## src/rtl/led_pwm_pkg.sv

```systemverilog
// Shared types and default constants for the two-colour LED PWM controller.
// The optional breathing ramp is enabled by defining LED_PWM_BREATH_EN.
package led_pwm_pkg;

    localparam int DEF_CNT_W    = 16;
    localparam int DEF_PRESCALE = 100;

    typedef enum logic {
        ST_IDLE = 1'b0,
        ST_RUN  = 1'b1
    } state_t;

    typedef enum logic {
        PH_ON  = 1'b0,
        PH_OFF = 1'b1
    } phase_t;

endpackage

```

## src/rtl/led_pwm_chan.sv

```systemverilog
// One PWM colour channel: optional breath ramp, duty compare, blink gating, output register.
// The breath ramp exists only when LED_PWM_BREATH_EN is defined.
module led_pwm_chan
    import led_pwm_pkg::*;
#(
    parameter int CNT_W = DEF_CNT_W
)
(
    input  logic             aclk,
    input  logic             aresetn,
    input  logic             clear,
    input  logic             wrap,
    input  logic [CNT_W-1:0] cnt,
    input  logic [CNT_W-1:0] duty,
`ifdef LED_PWM_BREATH_EN
    input  logic             breath,
`endif
    input  phase_t           phase,
    output logic             led
);

    logic [CNT_W-1:0] eff_duty;

`ifdef LED_PWM_BREATH_EN
    logic [CNT_W-1:0] ramp;
    logic             ramp_up;

    // Triangle ramp 0..duty..0, one step per completed period.
    always_ff @(posedge aclk or negedge aresetn) begin
        if (!aresetn) begin
            ramp    <= '0;
            ramp_up <= 1'b1;
        end else if (clear) begin
            ramp    <= '0;
            ramp_up <= 1'b1;
        end else if (wrap) begin
            if (ramp_up) begin
                if (ramp < duty) begin
                    ramp <= ramp + CNT_W'(1);
                    if (ramp + CNT_W'(1) == duty) ramp_up <= 1'b0;
                end else begin
                    ramp_up <= 1'b0;
                end
            end else begin
                if (ramp != '0) begin
                    ramp <= ramp - CNT_W'(1);
                    if (ramp == CNT_W'(1)) ramp_up <= 1'b1;
                end else begin
                    ramp_up <= 1'b1;
                end
            end
        end
    end

    // Clamp so a duty lowered mid-ramp takes effect at once.
    always_comb begin
        eff_duty = duty;
        if (breath) eff_duty = (ramp < duty) ? ramp : duty;
    end
`else
    assign eff_duty = duty;
`endif

    always_ff @(posedge aclk or negedge aresetn) begin
        if (!aresetn)   led <= 1'b0;
        else if (clear) led <= 1'b0;
        else            led <= (cnt < eff_duty) && (phase == PH_ON);
    end

endmodule

```

## src/rtl/led_pwm_ctrl.sv

```systemverilog
// Two-colour LED PWM controller with shadowed configuration applied only at period wraps.
// Define LED_PWM_BREATH_EN to add the cfg_breath input and per-channel breathing ramp.
module led_pwm_ctrl
    import led_pwm_pkg::*;
#(
    parameter int PRESCALE = DEF_PRESCALE,
    parameter int CNT_W    = DEF_CNT_W
)
(
    input  logic             aclk,
    input  logic             aresetn,
    input  logic             cfg_valid,
    output logic             cfg_ready,
    input  logic             cfg_enable,
    input  logic [CNT_W-1:0] cfg_period,
    input  logic [CNT_W-1:0] cfg_duty_r,
    input  logic [CNT_W-1:0] cfg_duty_g,
    input  logic [7:0]       cfg_blink,
`ifdef LED_PWM_BREATH_EN
    input  logic             cfg_breath,
`endif
    output logic             led_r_o,
    output logic             led_g_o,
    output logic             period_done,
    output state_t           dbg_state
);

    localparam int PW = $clog2(PRESCALE);

    state_t           state, next_state;
    logic             running, chan_clear, apply, tick, wrap;
    logic [PW-1:0]    presc;
    logic [CNT_W-1:0] cnt;
    logic [7:0]       blink_cnt;
    phase_t           phase;

    logic             pend_valid, pend_enable;
    logic [CNT_W-1:0] pend_period, pend_duty_r, pend_duty_g;
    logic [7:0]       pend_blink;
    logic [CNT_W-1:0] act_period, act_duty_r, act_duty_g;
    logic [7:0]       act_blink;
`ifdef LED_PWM_BREATH_EN
    logic             pend_breath, act_breath;
`endif

    // Handshake: a set transfers on a rising aclk edge where cfg_valid && cfg_ready;
    // cfg_ready stays low while a captured set waits to be applied.
    assign cfg_ready = ~pend_valid;
    assign tick      = (state == ST_RUN) && (presc == PW'(PRESCALE - 1));
    assign wrap      = tick && (cnt == act_period);
    assign apply     = pend_valid && ((state == ST_IDLE) || wrap);

    always_ff @(posedge aclk or negedge aresetn) begin
        if (!aresetn) state <= ST_IDLE;
        else          state <= next_state;
    end

    always_comb begin
        next_state = state;
        if (apply) next_state = pend_enable ? ST_RUN : ST_IDLE;
    end

    // Channels are held clear unless running both now and next cycle.
    always_comb begin
        running    = (state == ST_RUN);
        chan_clear = !(running && (next_state == ST_RUN));
        dbg_state  = state;
    end

    always_ff @(posedge aclk or negedge aresetn) begin
        if (!aresetn) begin
            pend_valid  <= 1'b0;
            pend_enable <= 1'b0;
            pend_period <= '0;
            pend_duty_r <= '0;
            pend_duty_g <= '0;
            pend_blink  <= '0;
            act_period  <= '0;
            act_duty_r  <= '0;
            act_duty_g  <= '0;
            act_blink   <= '0;
`ifdef LED_PWM_BREATH_EN
            pend_breath <= 1'b0;
            act_breath  <= 1'b0;
`endif
        end else begin
            if (cfg_valid && cfg_ready) begin
                pend_valid  <= 1'b1;
                pend_enable <= cfg_enable;
                pend_period <= cfg_period;
                pend_duty_r <= cfg_duty_r;
                pend_duty_g <= cfg_duty_g;
                pend_blink  <= cfg_blink;
`ifdef LED_PWM_BREATH_EN
                pend_breath <= cfg_breath;
`endif
            end else if (apply) begin
                pend_valid <= 1'b0;
            end
            if (apply) begin
                act_period <= pend_period;
                act_duty_r <= pend_duty_r;
                act_duty_g <= pend_duty_g;
                act_blink  <= pend_blink;
`ifdef LED_PWM_BREATH_EN
                act_breath <= pend_breath;
`endif
            end
        end
    end

    always_ff @(posedge aclk or negedge aresetn) begin
        if (!aresetn) begin
            presc       <= '0;
            cnt         <= '0;
            period_done <= 1'b0;
        end else begin
            period_done <= wrap;
            if (!running) begin
                presc <= '0;
                cnt   <= '0;
            end else if (tick) begin
                presc <= '0;
                cnt   <= wrap ? '0 : cnt + CNT_W'(1);
            end else begin
                presc <= presc + PW'(1);
            end
        end
    end

    // Blink phase flips after every act_blink completed periods, starting ON.
    always_ff @(posedge aclk or negedge aresetn) begin
        if (!aresetn) begin
            blink_cnt <= '0;
            phase     <= PH_ON;
        end else if (chan_clear) begin
            blink_cnt <= '0;
            phase     <= PH_ON;
        end else if (wrap && (act_blink != 8'd0)) begin
            if (blink_cnt == act_blink - 8'd1) begin
                blink_cnt <= '0;
                phase     <= (phase == PH_ON) ? PH_OFF : PH_ON;
            end else begin
                blink_cnt <= blink_cnt + 8'd1;
            end
        end
    end

    led_pwm_chan #(.CNT_W(CNT_W)) u_chan_r (
        .aclk    (aclk),
        .aresetn (aresetn),
        .clear   (chan_clear),
        .wrap    (wrap),
        .cnt     (cnt),
        .duty    (act_duty_r),
`ifdef LED_PWM_BREATH_EN
        .breath  (act_breath),
`endif
        .phase   (phase),
        .led     (led_r_o)
    );

    led_pwm_chan #(.CNT_W(CNT_W)) u_chan_g (
        .aclk    (aclk),
        .aresetn (aresetn),
        .clear   (chan_clear),
        .wrap    (wrap),
        .cnt     (cnt),
        .duty    (act_duty_g),
`ifdef LED_PWM_BREATH_EN
        .breath  (act_breath),
`endif
        .phase   (phase),
        .led     (led_g_o)
    );

endmodule

```

## config.mk

```make
export PLATFORM = sky130hd
export DESIGN_NAME = led_pwm_ctrl
export DESIGN_NICKNAME = d
export VERILOG_FILES = /design/src/rtl/led_pwm_pkg.sv /design/src/rtl/led_pwm_chan.sv /design/src/rtl/led_pwm_ctrl.sv
export SDC_FILE = /design/constraint.sdc
export NUM_CORES = 1
export LEC_CHECK = 0
export ABC_AREA = 1
export CORE_ASPECT_RATIO = 2
export CORE_MARGIN = 1
export CORE_UTILIZATION = 50
export DETAILED_ROUTE_END_ITERATION = 7
export DONT_BUFFER_PORTS = 1
export HOLD_SLACK_MARGIN = 0.08
export PLACE_DENSITY_LB_ADDON = 0.15
export SLEW_MARGIN = 25
export SYNTH_ARGS = -nofsm -noshare
export SYNTH_HDL_FRONTEND = slang
export SYNTH_SLANG_ARGS = --single-unit
```

## constraint.sdc

```tcl
create_clock -name aclk -period 1.54 [get_ports aclk]
set_input_delay 0 -clock aclk [delete_from_list [all_inputs] [get_ports aclk]]
set_output_delay 0 -clock aclk [all_outputs]
set_load 0.005 [all_outputs]
```

==> flow_summary.json <==
{
  "status": "finished with violations",
  "violations": "DRC, hold timing, setup timing",
  "cts_made_buffers": 17,
  "crit_type": "flop to flop",
  "antenna_left": 0,
  "die_area_um2": 16100,
  "cts_num_sinks": 150,
  "syn_to_final_growth_pct": 45.2,
  "async_flop_share_pct": 100,
  "post-route-drc-count": 1,
  "grt_pass1_vias": 7004,
  "max-vdd-ir-drop_mv": 0.983,
  "finalNetCount": 1191,
  "max_freq_mhz": 552,
  "syn_inst": 884,
  "wl_per_cell_um": 16.8,
  "synth-main-ff-cell": "dfrtp_1",
  "cts.root.buffer_cell": "clkbuf_16",
  "wirelength_um": 22000,
  "grt_pass1_wl_um": 32700,
  "final_cell_mix": "145 x dfrtp_1, 127 x nand2_1, 119 x buf_4, 108 x inv_1, 74 x nor2_1",
  "grt_usage_pct": 26.4,
  "fin_crit_sh_pct": 118,
  "ys_types": 35,
  "multiInputGateArea_um2": 4060,
  "dp_hpwl_um": 14200,
  "diodes": 0,
  "ff2ff_path_depth": 13,
  "start_util_pct": 51.1,
  "fin_crit_ps": 1810,
  "finClkSkew_ps": 9.81,
  "die_h_um": 178,
  "crit_fanout": 9,
  "setup_slack_ps": -272,
  "maxSlewViolCount": 0,
  "timing.rr.end": "act_duty_r[6]",
  "vias_per_cell": 5.22,
  "placementRows": 64,
  "ctsHoldBuffers": 58,
  "grt_overflow_total": 0,
  "p_leak_nw": 5.83,
  "endpoint_kind": "flop",
  "drt_pass1_iterations": 6,
  "ys_ff_latch": 150,
  "cts_tree": "done",
  "syn_area_um2": 7770,
  "drive_above_1_share_pct": 38.4,
  "critPathLaunchType": "flop",
  "syn_nets": 979,
  "grt_start_max_net_pins": 151,
  "r2r_setup_slack_ps": -270,
  "nFillCells": 1065,
  "layout_commonest_cell": "dfrtp_1",
  "coreArea_um2": 15200,
  "clkTransAtPathRegs_ps": 60,
  "arrival_ps": 2160,
  "finalHoldViolCount": 150,
  "io_buffers": 0,
  "register_area_um2": 3760,
  "whs_ps": -736,
  "tightestPinTransition_ps": 375,
  "clock_latency_ps": 430,
  "synth-seq-area-share_pct": 48.3,
  "avgSynthCellArea_um2": 8.79,
  "setup_viol": 109,
  "required_ps": 1890,
  "antenna_found_initial": 0,
  "ioPinCount": 65,
  "cap_viol_max_count": 0,
  "setup-tns-final_ps": -18280,
  "cts_buffer_depth": 2,
  "rsz0062_at_grt": "yes",
  "cts-htree-levels": 4,
  "first_iter_violations": 298,
  "relSlewSlack_pct": 75.0,
  "p_per_area_nw_per_um2": 871,
  "gp_congestion": 0.917,
  "num_vias": 6819,
  "place_ws_ps": -432,
  "ys_warn_count": 0,
  "fp.dieW_um": 90.1,
  "min_path_type": "input pin to async pin",
  "synth_edf_count": 0,
  "r2r-start": "cnt[10]"
}
logic make-up (layout without fill, tap and decap cells):
| logic type | after synthesis | after routing | share of synthesized area [%] |
|---|---|---|---|
| buffers and inverters | 154 | 378 | 8.99 |
| xor gates and xnor gates | 20 | 20 | 2.25 |
| adders and majority gates | 35 | 35 | 5.64 |
| and+or+nand+nor | 360 | 360 | 19.7 |
| AOI/OAI and AO/OA | 136 | 137 | 10.9 |
| DFF | 150 | 150 | 48.3 |
| muxes | 29 | 29 | 4.20 |
layer usage:
layer	up-vias	GRT usage [%]	routed length (um)
met1	3307	25.9	7740
met4	0	17.8	1200
met3	78	4.39	573
met5	-	0	0
met2	166	50.2	12500
li1	3268	-	-
sequential cells by signal (all words and copies together), names as in the netlist, 7 cells and up:
name	flops
act_blink	8
act_duty_g	16
act_duty_r	16
act_period	16
blink_cnt	8
cnt	16
pend_blink	8
pend_duty_g	16
pend_duty_r	16
pend_period	16
presc	7
final cells by class:
cell class / instances / area share, %
clock buffer: 20 / 3.96
tap: 198 / 2.20
clock inverter: 12 / 1.26
sequential: 150 / 33.3
timing repair buffer: 217 / 18.7
inverter: 129 / 4.56
multi-input combinational: 581 / 36.0
cell usage after synthesis (2+ instances only):
| master | count | area [um2] |
|---|---|---|
| nand2_1 | 179 | 672 |
| dfrtp_1 | 150 | 3750 |
| inv_1 | 126 | 473 |
| nor2_1 | 83 | 312 |
| a21oi_1 | 56 | 280 |
| o21ai_2 | 38 | 333 |
| nand3_1 | 37 | 185 |
| ha_1 | 35 | 438 |
| o21ai_0 | 30 | 150 |
| mux2_2 | 29 | 327 |
| nand2_2 | 24 | 150 |
| nor3_1 | 19 | 95.1 |
| nand4_1 | 11 | 68.8 |
| xnor2_1 | 10 | 87.6 |
| xor2_1 | 10 | 87.6 |
| buf_6 | 6 | 67.6 |
| buf_2 | 5 | 25.0 |
| clkbuf_1 | 5 | 18.8 |
| buf_12 | 4 | 80.1 |
| o21ai_1 | 4 | 20.0 |
| buf_1 | 3 | 11.3 |
| o22ai_1 | 3 | 18.8 |
| a21o_1 | 2 | 15.0 |
| clkbuf_2 | 2 | 10.0 |
| inv_2 | 2 | 7.51 |
| nor2_2 | 2 | 12.5 |
metrics by stage:
step	cells	cell area, um2	util, %	power (mW)
after floorplan	884	7830	-	5.27
after global routing	1307	11300	74.2	10.2
after global placement	1171	8800	57.8	5.43
after CTS	1282	10500	69.0	9.77
after detailed placement	1171	8800	57.8	5.49
final	1307	11300	74.2	9.82
worst max path at each step:
stage                   from        endpoint  slack [ps]  depth (start not counted)
finish               cnt[10]   act_duty_r[6]        -270                         13
global placement    presc[4]          cnt[2]        -400                         10
global route          cnt[7]    blink_cnt[4]        -370                         12
CTS                 presc[3]   act_duty_r[1]        -260                         12
detailed placement  presc[4]          cnt[2]        -430                         10
floorplan           presc[4]  act_duty_g[10]         -40                         12
worst max-delay path: stages (launching register included):
cell,delay (ps)
dfrtp_1,440
inv_2,60
nand2_1,80
nand2_2,80
nor2_1,110
nand2_1,70
nor2_2,100
nand3_2,110
nand2_4,120
nand2_8,110
clkinv_8,150
clkbuf_16,170
nand2_2,50
o21ai_1,80
repair_timing:
action | CTS | global route
gates resized for setup | 94 | 139
cloned | 2 | 7
pin swaps | 26 | 47
setup endpoints to repair | 89 | 91
setup buffers | 19 | 22
endpoints found under the hold margin | 208 | 150
power by group:
| part | internal (mW) | switching, mW |
|---|---|---|
| sequential | 4.46 | 0.344 |
| combinational | 0.436 | 0.412 |
| clock | 2.45 | 1.72 |
No activity file was read; power rests on OpenSTA's default activity.
